[config.mk]
export PLATFORM = sky130hd
export DESIGN_NAME = wb_xbar_dec
export DESIGN_NICKNAME = d
export VERILOG_FILES = /design/src/rtl/wb_xbar_dec.sv
export SDC_FILE = /design/constraint.sdc
export NUM_CORES = 1
export LEC_CHECK = 0
export CAP_MARGIN = 5
export CORE_AREA = 2 2 75 106
export DETAILED_ROUTE_END_ITERATION = 10
export DIE_AREA = 0 0 77 108
export GPL_ROUTABILITY_DRIVEN = 0
export PLACE_DENSITY = 0.89
export SLEW_MARGIN = 10
export SYNTH_ARGS = -nofsm -noshare
export SYNTH_HDL_FRONTEND = slang
export SYNTH_SLANG_ARGS = --single-unit
export TNS_END_PERCENT = 5
[constraint.sdc]
create_clock -name clk_i -period 2.5 [get_ports clk_i]
set_input_delay 0.5 -clock clk_i [delete_from_list [all_inputs] [get_ports clk_i]]
set_output_delay 0.5 -clock clk_i [all_outputs]
set_load 0.05 [all_outputs]
[src/rtl/wb_xbar_dec.sv]
// Single-master Wishbone decoder with registered slave strobe and registered response mux.
// Define WB_XBAR_TIMEOUT_EN to terminate accesses to silent slaves with err_o after TIMEOUT cycles.
module wb_xbar_dec #(
    parameter int                 NUM_SLAVES = 12,
    parameter int                 ADDR_W     = 8,
    parameter int                 SEL_W      = 4,
    parameter int                 DATA_W     = 8,
    parameter int                 TIMEOUT    = 255,
    parameter logic [DATA_W-1:0]  ERR_DATA   = 8'hFF
) (
    input  logic                          clk_i,
    input  logic                          rst_i,
    input  logic                          stb_i,
    input  logic                          we_i,
    input  logic [ADDR_W-1:0]             adr_i,
    input  logic [DATA_W-1:0]             dat_i,
    output logic [DATA_W-1:0]             dat_o,
    output logic                          ack_o,
    output logic                          err_o,
    output logic                          busy_o,
    output logic [NUM_SLAVES-1:0]         s_stb_o,
    output logic                          s_we_o,
    output logic [ADDR_W-SEL_W-1:0]       s_adr_o,
    output logic [DATA_W-1:0]             s_dat_o,
    input  logic [NUM_SLAVES*DATA_W-1:0]  s_dat_i,
    input  logic [NUM_SLAVES-1:0]         s_ack_i
);
    localparam int OFF_W = ADDR_W - SEL_W;

    if (NUM_SLAVES < 1 || NUM_SLAVES > 16 || TIMEOUT < 1 || TIMEOUT > 65535) begin : g_param_chk
        $error("wb_xbar_dec: parameter out of range");
    end

    typedef enum logic [1:0] {IDLE, ACTIVE, RESP} state_t;

    state_t                  r_state;
    state_t                  w_next;
    logic [SEL_W-1:0]        w_idx;
    logic [SEL_W-1:0]        r_idx;
    logic                    w_mapped;
    logic                    w_sel_ack;
    logic                    w_timeout;
    logic [DATA_W-1:0]       w_sel_dat;
    logic [NUM_SLAVES-1:0]   w_onehot;

    logic [DATA_W-1:0]       r_dat;
    logic                    r_ack;
    logic                    r_err;
    logic [NUM_SLAVES-1:0]   r_s_stb;
    logic                    r_s_we;
    logic [OFF_W-1:0]        r_s_adr;
    logic [DATA_W-1:0]       r_s_dat;

    assign w_idx    = adr_i[ADDR_W-1 -: SEL_W];
    assign w_mapped = (int'(w_idx) < NUM_SLAVES);

    // Only the latched slave's ack/data are visible; stray acks from others never reach the FSM.
    always_comb begin
        w_sel_ack = 1'b0;
        w_sel_dat = '0;
        w_onehot  = '0;
        for (int n = 0; n < NUM_SLAVES; n++) begin
            if (r_idx == SEL_W'(n)) begin
                w_sel_ack = s_ack_i[n];
                w_sel_dat = s_dat_i[n*DATA_W +: DATA_W];
            end
            w_onehot[n] = (w_idx == SEL_W'(n));
        end
    end

`ifdef WB_XBAR_TIMEOUT_EN
    localparam int CNT_W = $clog2(TIMEOUT + 1);

    logic [CNT_W-1:0] r_cnt;

    always_ff @(posedge clk_i or posedge rst_i) begin
        if (rst_i) begin
            r_cnt <= '0;
        end else if (r_state == IDLE) begin
            r_cnt <= '0;
        end else if (r_state == ACTIVE && !w_sel_ack && r_cnt != CNT_W'(TIMEOUT)) begin
            r_cnt <= r_cnt + 1'b1;
        end
    end

    // The edge that takes the counter to TIMEOUT ends the access; an ack at that edge wins.
    assign w_timeout = (r_state == ACTIVE) && !w_sel_ack && (r_cnt == CNT_W'(TIMEOUT - 1));
`else
    assign w_timeout = 1'b0;
`endif

    always_ff @(posedge clk_i or posedge rst_i) begin
        if (rst_i) begin
            r_state <= IDLE;
        end else begin
            r_state <= w_next;
        end
    end

    always_comb begin
        w_next = r_state;
        case (r_state)
            IDLE:    if (stb_i) w_next = w_mapped ? ACTIVE : RESP;
            ACTIVE:  if (w_sel_ack || w_timeout) w_next = RESP;
            RESP:    w_next = IDLE;
            default: w_next = IDLE;
        endcase
    end

    always_ff @(posedge clk_i or posedge rst_i) begin
        if (rst_i) begin
            r_idx   <= '0;
            r_dat   <= '0;
            r_ack   <= 1'b0;
            r_err   <= 1'b0;
            r_s_stb <= '0;
            r_s_we  <= 1'b0;
            r_s_adr <= '0;
            r_s_dat <= '0;
        end else begin
            r_ack <= 1'b0;
            r_err <= 1'b0;
            case (r_state)
                IDLE: begin
                    if (stb_i) begin
                        r_idx   <= w_idx;
                        r_s_we  <= we_i;
                        r_s_adr <= adr_i[OFF_W-1:0];
                        r_s_dat <= dat_i;
                        if (w_mapped) begin
                            r_s_stb <= w_onehot;
                        end else begin
                            r_err <= 1'b1;
                            r_dat <= ERR_DATA;
                        end
                    end
                end
                ACTIVE: begin
                    if (w_sel_ack) begin
                        r_s_stb <= '0;
                        r_ack   <= 1'b1;
                        r_dat   <= w_sel_dat;
                    end else if (w_timeout) begin
                        r_s_stb <= '0;
                        r_err   <= 1'b1;
                        r_dat   <= ERR_DATA;
                    end
                end
                default: ;
            endcase
        end
    end

    assign dat_o   = r_dat;
    assign ack_o   = r_ack;
    assign err_o   = r_err;
    assign busy_o  = (r_state != IDLE);
    assign s_stb_o = r_s_stb;
    assign s_we_o  = r_s_we;
    assign s_adr_o = r_s_adr;
    assign s_dat_o = r_s_dat;

endmodule

==> flow_summary.rst, run 1 <==
.. list-table::
   :header-rows: 1

   * - Metric
     - Value
   * - Static leakage
     - 1.98 nW
   * - Post-DP HPWL
     - 8450 µm
   * - Part of the Yosys area used for sequential elements
     - 36.4%
   * - Count of final max-slew check failures
     - 0
   * - Switching share of total power
     - 48.8%
   * - CTS Buffer Depth
     - 2
   * - Post-route clock period utilization
     - 91.5%
   * - Largest net degree at the start of global routing
     - 33
   * - Type of the worst min-delay path
     - in2async
   * - Global-route wire length before repair
     - 16700 µm
   * - Buf+Inv Stages, Crit Path
     - 0
   * - Cell Chain, Critical Path
     - or3b_1 -> o22ai_2 -> o211ai_1 -> o211ai_4 -> o22ai_2 -> a22o_1
   * - Final worst-path setup slack
     - 0.212 ns
   * - Warning count from the yosys run
     - 0
   * - Timing startpoint of the critical path
     - r_idx[2]
   * - Quantity of I/O buffers inserted on ports
     - 163
   * - Fill cells
     - 636
   * - Setup TNS
     - 0 ns
   * - Average wire length per cell after detail routing
     - 17.9 µm
   * - Maximum clock rate
     - 437 MHz
   * - Library cell appearing most often on the critical path
     - o22ai_2
   * - Setup violators final
     - 0
   * - Shortest clock period the worst path allows after layout
     - 2.29 ns
   * - Data arrival time of the critical path
     - 2.48 ns
   * - Final antenna diode count
     - 0
   * - Number of buffers inserted for hold repair after clock tree synthesis
     - 0
   * - Horizontal die dimension
     - 77 µm
   * - Power per cell area
     - 1060 mW/mm²
   * - Gate family responsible for the most delay along the worst path
     - compound AO/OA/AOI/OAI gates
   * - Synthesized area
     - 0.00282 mm²
   * - Run status
     - finished, final reports clean
   * - Max transition margin
     - 61.3%
   * - Highest-delay cell along the critical path
     - or3b_1
   * - Design internal power
     - 2.55 mW
   * - P&R area growth vs syn
     - 66.7%
   * - Area share of the largest cell type after synthesis
     - 36.4%
   * - Post-synthesis area per instance
     - 8.39 µm²
   * - Die Height
     - 108 µm
   * - Number of remaining DRC errors
     - 0
   * - Post-cts sizing count
     - 0
   * - Ys flop type
     - dfrtp_1
   * - Vias in the first global route
     - 3362
   * - Initial DRC count
     - 125
   * - Mapped Nets
     - 464
   * - Register-to-register path setup slack
     - 0.21 ns
   * - Area of the core
     - 0.00731 mm²
   * - Number of distinct library cell variants in the gate-level netlist after synthesis
     - 49
   * - Total length of routed wires
     - 10700 µm
   * - Post-detailed-route via-to-cell ratio
     - 5.51
   * - Clock network fraction of design power
     - 11.1%
   * - Overall power
     - 4.98 mW
   * - Sequential cell fraction of total power
     - 21.6%
   * - Setup Buffers After CTS
     - 0
   * - Worst path required time
     - 2.69 ns
   * - Unrepaired setup endpoints after global routing
     - no
   * - Kind of launch point of the worst setup path
     - flip-flop
   * - Initial core utilization
     - 38.5%
   * - Max-capacitance violation count
     - 0
   * - TritonCTS clock tree
     - done
   * - Hold violation count in the final report
     - 0
   * - Max incr delay on CP
     - 0.56 ns
   * - Nets@finish
     - 627
   * - Share of layout cells above drive strength 1
     - 7.40%
   * - Top cells by area, synth
     - dfrtp_1 (36%), nand2_1 (8.4%), mux2i_1 (5.3%)
   * - Root cell of the clock tree
     - clkbuf_8
   * - Number of clock sinks
     - 41
   * - Vias post-DR
     - 3287
   * - I/O Pins
     - 164
   * - Deepest level of the CTS H-tree
     - 2
   * - Site row count
     - 37
   * - Detail Route Antenna Nets
     - 0
   * - Floorplan die area
     - 0.00832 mm²
   * - Synthesis-stage register bit count
     - 41
   * - Number of antenna violations at the first check in global routing
     - 0
   * - Clock transition time at the flip-flop clock pins of the worst setup and hold paths
     - 0.08 ns
   * - Power spent charging and discharging nets
     - 2.43 mW
   * - Top fanout value on the critical path
     - 13
   * - Endpoint of the worst-slack reg-to-reg timing path
     - s_stb_o[3]
   * - EDFF count, synth
     - 0
   * - Number of CTS-inserted buffers
     - 5
   * - Worst slack at placement
     - 0.106 ns
   * - Worst Tran Pin Value
     - 0.575 ns
   * - Comb pwr share
     - 67.3%
   * - Synthesized instance count
     - 336
   * - Total congestion overflow after global routing
     - 0
   * - Largest clock skew in the final design
     - 0.00988 ns
   * - IR Drop Worst-Case VDD
     - 1040 µV
   * - Overall fraction of global-route tracks in use
     - 25.1%
   * - Proportion of synthesized flip-flops having asynchronous set or reset
     - 100%
   * - Yosys top cell by area
     - dfrtp_1
   * - Count of cells along the worst register-to-register path
     - 6
   * - Drt first pass iters
     - 4
   * - Critical R2R Launch
     - r_idx[2]
   * - Worst Setup End Kind
     - flip-flop
   * - Critical path type
     - reg2reg
   * - Later-pin clock latency in the skew report
     - 0.29 ns
-- sequential cells by signal, indices dropped and copies added (netlist names) --
signal / count
dat_o: 8
ack_o: 1
s_adr_o: 4
err_o: 1
r_state: 2
s_stb_o: 12
s_we_o: 1
s_dat_o: 8
r_idx: 4
-- metal layers --
metal	part of all wire, %	global-route usage, %	up-vias
li1	-	-	1541
met1	38	28.3	1577
met2	53	47.2	152
met3	7.4	5.01	17
met4	1.9	8.16	0
met5	0	0	-
-- power groups by stage --
stage                     Combinational, mW  Clock [mW]  Sequential, mW
after floorplan                        1.71           0            1.62
after global placement                 3.25           0            1.08
after detailed placement               3.33           0            1.08
after CTS                              3.34       0.560            1.07
after global routing                   3.59       0.588            1.10
final                                  3.35       0.554            1.08
-- logic make-up (layout without fill, tap and decap cells) --
| group | count (synthesis) | after routing | share of synthesized area, % |
|---|---|---|---|
| buffers and inverters | 37 | 201 | 5.95 |
| and+or+nand+nor | 125 | 125 | 21.1 |
| DFF | 41 | 41 | 36.4 |
| muxes | 23 | 23 | 10.1 |
| AOI/OAI and AO/OA | 110 | 110 | 26.4 |
-- worst max path at each step --
stage / cells after the start / end
after floorplan: 8 / dat_o[1]
after global placement: 7 / dat_o[3]
after detailed placement: 7 / s_stb_o[3]
after CTS: 6 / s_stb_o[3]
after global routing: 6 / s_stb_o[3]
final: 6 / s_stb_o[3]
-- per-stage QoR --
step / cell area (µm²) / hold WS (ns) / std cells / utilization (%)
after floorplan: 2820 / 0.436 / 336 / -
after global routing: 4700 / 0.412 / 597 / 64.2
after detailed placement: 4580 / 0.457 / 589 / 62.6
after CTS: 4700 / 0.401 / 597 / 64.2
final: 4700 / 0.401 / 597 / 64.2
after global placement: 4580 / 0.449 / 589 / 62.6
-- cells in the mapped netlist (3+ instances only) --
cell type and n:
dfrtp_1 41, o22a_1 4, nand2_1 63, buf_4 3
o22ai_1 5, nand2b_1 8, mux2i_1 15, o2bb2ai_1 6
mux2_2 4, a221o_1 3, a31oi_1 4, nor2b_1 7
a22oi_1 4, a22o_1 4, nor2_1 16, nor3_1 10
nand3b_1 6, mux4_2 4, clkbuf_1 11, buf_2 8
a32oi_1 5, inv_1 12, and2_1 3, o21ai_0 25
a221oi_1 4, a21oi_1 28, o211ai_1 6
-- layout by cell type (no fill, tap or decap), types with 3 or more instances in the layout --
cell type	count
inv_1	11
nand2_1	63
nor3_1	10
a221oi_1	4
o22ai_1	5
clkbuf_8	6
o211ai_1	6
a221o_1	3
dfrtp_1	40
nor2_1	16
and2_1	3
o21ai_0	25
nand2b_1	8
o22a_1	4
nor2b_1	7
a22o_1	4
buf_4	17
mux4_2	4
a31oi_1	4
a22oi_1	4
a32oi_1	5
clkdlybuf4s50_1	163
nand3b_1	6
a21oi_1	28
mux2_2	4
o2bb2ai_1	6
mux2i_1	15
-- area by class of cell --
cell class / instances / area (µm²) / share of cell area (%)
repair buffers: 180 / 1760 / 37.5
multi-input cells: 258 / 1620 / 34.6
flip-flops and latches: 41 / 1030 / 21.9
well taps: 97 / 121 / 2.58
inverters: 13 / 48.8 / 1.04
clock inverters: 1 / 30.0 / 0.639
clock buffers: 7 / 86.3 / 1.84
Power figures use the tool's default switching activity.
==> run 2, diff against run 1 <==
Settings changed: GPL_TIMING_DRIVEN set to 0.
Clock period 2.5 ns to 2.3 ns, I/O delays scaled along.
==> flow_summary.rst, run 2 (same netlist as run 1, synthesis figures left out) <==
.. list-table::
   :header-rows: 1

   * - Metric
     - Value
   * - Run status
     - finished, final reports clean (unchanged)
   * - Post-Layout Cell Count
     - 606 (was 597)
   * - Final antenna diode count
     - 0 (unchanged)
   * - Setup violators final
     - 0 (unchanged)
   * - Number of clock sinks
     - 41 (unchanged)
   * - Share of layout cells above drive strength 1
     - 8.64% (was 7.40%)
   * - Power per cell area
     - 1140 mW/mm² (was 1060 mW/mm²)
   * - Data arrival time of the critical path
     - 2.43 ns (was 2.48 ns)
   * - Average wire length per cell after detail routing
     - 17.4 µm (was 17.9 µm)
   * - Vias post-DR
     - 3252 (was 3287)
   * - Kind of launch point of the worst setup path
     - flip-flop (unchanged)
   * - Design internal power
     - 2.68 mW (was 2.55 mW)
   * - Worst Setup End Kind
     - flip-flop (unchanged)
   * - Largest clock skew in the final design
     - 0.0120 ns (was 0.00988 ns)
   * - Worst path required time
     - 2.49 ns (was 2.69 ns)
   * - Total congestion overflow after global routing
     - 0 (unchanged)
   * - Summed area of non-filler cells in the final layout
     - 0.00473 mm² (was 0.00470 mm²)
   * - Commonest cells after routing, fill and taps aside
     - clkdlybuf4s50_1 (163), nand2_1 (63), dfrtp_1 (41) (was clkdlybuf4s50_1 (163), nand2_1 (63), dfrtp_1 (40))
   * - Switching share of total power
     - 50.1% (was 48.8%)
   * - Die Height
     - 108 µm (unchanged)
   * - Post-detailed-route via-to-cell ratio
     - 5.37 (was 5.51)
   * - Detail Route Antenna Nets
     - 0 (unchanged)
   * - Met2 wire length
     - 5510 µm (was 5670 µm)
   * - Clock network fraction of design power
     - 8.8% (was 11.1%)
   * - Horizontal die dimension
     - 77 µm (unchanged)
   * - Worst Tran Pin Value
     - 0.556 ns (was 0.575 ns)
   * - TritonCTS clock tree
     - done (unchanged)
   * - Global-route wire length before repair
     - 16100 µm (was 16700 µm)
   * - Most common library cell in the layout ignoring fill and taps
     - clkdlybuf4s50_1 (unchanged)
   * - Detailed-routing wirelength on met1
     - 3940 µm (was 4000 µm)
   * - Number of antenna violations at the first check in global routing
     - 0 (unchanged)
   * - Number of buffers inserted for hold repair after clock tree synthesis
     - 0 (unchanged)
   * - Initial core utilization
     - 38.5% (unchanged)
   * - Hold violation count in the final report
     - 0 (unchanged)
   * - IR Drop Worst-Case VDD
     - 627 µV (was 1040 µV)
   * - Comb pwr share
     - 70.5% (was 67.3%)
   * - Total length of routed wires
     - 10600 µm (was 10700 µm)
   * - Maximum clock rate
     - 446 MHz (was 437 MHz)
   * - Shortest clock period the worst path allows after layout
     - 2.24 ns (was 2.29 ns)
   * - Area of the core
     - 0.00731 mm² (unchanged)
   * - Post-route clock period utilization
     - 97.4% (was 91.5%)
   * - Sequential cell fraction of total power
     - 20.8% (was 21.6%)
   * - Number of remaining DRC errors
     - 0 (unchanged)
   * - Clock transition time at the flip-flop clock pins of the worst setup and hold paths
     - 0.09 ns (was 0.08 ns)
   * - Max transition margin
     - 62.8% (was 61.3%)
   * - Static leakage
     - 1.99 nW (was 1.98 nW)
   * - Met3 wire length
     - 814 µm (was 787 µm)
   * - Initial DRC count
     - 208 (was 125)
   * - Top fanout value on the critical path
     - 10 (was 13)
   * - Later-pin clock latency in the skew report
     - 0.30 ns (was 0.29 ns)
   * - Site row count
     - 37 (unchanged)
   * - Root cell of the clock tree
     - clkbuf_8 (unchanged)
   * - Number of flip-flops in the largest register
     - 12 (unchanged)
   * - Floorplan die area
     - 0.00832 mm² (unchanged)
   * - Finished Core Util
     - 64.7% (was 64.2%)
   * - Count of final max-slew check failures
     - 0 (unchanged)
   * - Post-place instance area
     - 0.00459 mm² (was 0.00458 mm²)
   * - Quantity of I/O buffers inserted on ports
     - 163 (unchanged)
   * - Power spent charging and discharging nets
     - 2.69 mW (was 2.43 mW)
   * - Nets@finish
     - 636 (was 627)
   * - P&R area growth vs syn
     - 67.9% (was 66.7%)
   * - Drt first pass iters
     - 4 (unchanged)
   * - Vias in the first global route
     - 3248 (was 3362)
   * - Post-DP HPWL
     - 8410 µm (was 8450 µm)
   * - Deepest level of the CTS H-tree
     - 2 (unchanged)
   * - Top Layer Used
     - met4 (unchanged)
   * - Max-capacitance violation count
     - 0 (unchanged)
   * - Placed instance count
     - 597 (was 589)
   * - Largest net degree at the start of global routing
     - 40 (was 33)
   * - CTS Buffer Depth
     - 2 (unchanged)
   * - Number of CTS-inserted buffers
     - 5 (unchanged)
   * - Type of the worst min-delay path
     - in2async (unchanged)
   * - I/O Pins
     - 164 (unchanged)
   * - Overall fraction of global-route tracks in use
     - 24.6% (was 25.1%)
   * - Critical path type
     - reg2reg (unchanged)
   * - Unrepaired setup endpoints after global routing
     - no (unchanged)
-- run 2: cell count changes in the layout (fill, tap and decap cells not counted), moves of 3 or more --
cell,delta
buf_2,+5
buf_4,-13
buf_6,+3
clkbuf_1,+7
clkbuf_4,+3
-- run 2: cell type report --
type	instances	area (µm²)
fillers	639	2580
plain buffers	23	131
inverters	13	50.0
clock inverters	3	21.3
repair buffers	166	1670
clock buffers	5	68.8
flip-flops and latches	41	1030
well taps	97	121
multi-input cells	258	1640
-- run 2: repair_timing --
| item | 4_1_cts | 5_1_grt |
|---|---|---|
| setup endpoints to repair | 6 | 9 |
| buffers inserted | 1 | 1 |
| resized for setup | 3 | 14 |
| pin swaps | 1 | 4 |
| endpoints found under the hold margin | 0 | 0 |
-- run 2: layer usage --
metal	vias to the layer above	track usage, %
met4	0	11.4
li1	1561	-
met1	1523	27.7
met3	21	4.84
met2	147	44.9
met5	-	0
-- run 2: per-stage QoR --
step           power, mW  hold slack, ns  TNS, ns  worst slack, ns
2_1_floorplan       3.62           0.436        0            0.272
3_3_place_gp        4.71           0.449   -0.528           -0.133
3_5_place_dp        4.79           0.461   -0.738           -0.180
4_1_cts             5.31           0.338        0           0.0311
5_1_grt             5.74           0.338        0          0.00296
6_report            5.38           0.347        0           0.0601
-- run 2: final timing paths --
| check | startpoint | end | slack [ns] | depth (start not counted) |
|---|---|---|---|---|
| worst max-delay path | r_idx[1] | dat_o[4] | 0.06 | 9 |
| worst min-delay path | rst_i | dat_o[0] | 0.35 | 2 |
| worst max register to register | r_idx[1] | dat_o[4] | 0.06 | 9 |
| worst min register to register | r_state[1] | r_state[0] | 0.48 | 1 |
| max in group asynchronous | rst_i | r_idx[3] | 1.57 | 3 |
| min in group clk_i | r_state[1] | r_state[0] | 0.48 | 1 |
-- run 2: power groups by stage --
| stage | logic, mW | clock network, mW | registers, mW |
|---|---|---|---|
| floorplan | 1.86 | 0 | 1.76 |
| global placement | 3.59 | 0 | 1.12 |
| detailed placement | 3.67 | 0 | 1.12 |
| CTS | 3.71 | 0.489 | 1.12 |
| global route | 4.07 | 0.521 | 1.15 |
| finish | 3.79 | 0.472 | 1.12 |
-- run 2: worst max-delay path, cell delays in order (launching register included) --
cell and delay, ns:
dfrtp_1 0.37, buf_4 0.17, buf_6 0.16, nand3b_1 0.20, buf_2 0.24, o22ai_1 0.19, nand2b_1 0.10, a32oi_1 0.24
o21ai_0 0.16, mux2_2 0.28
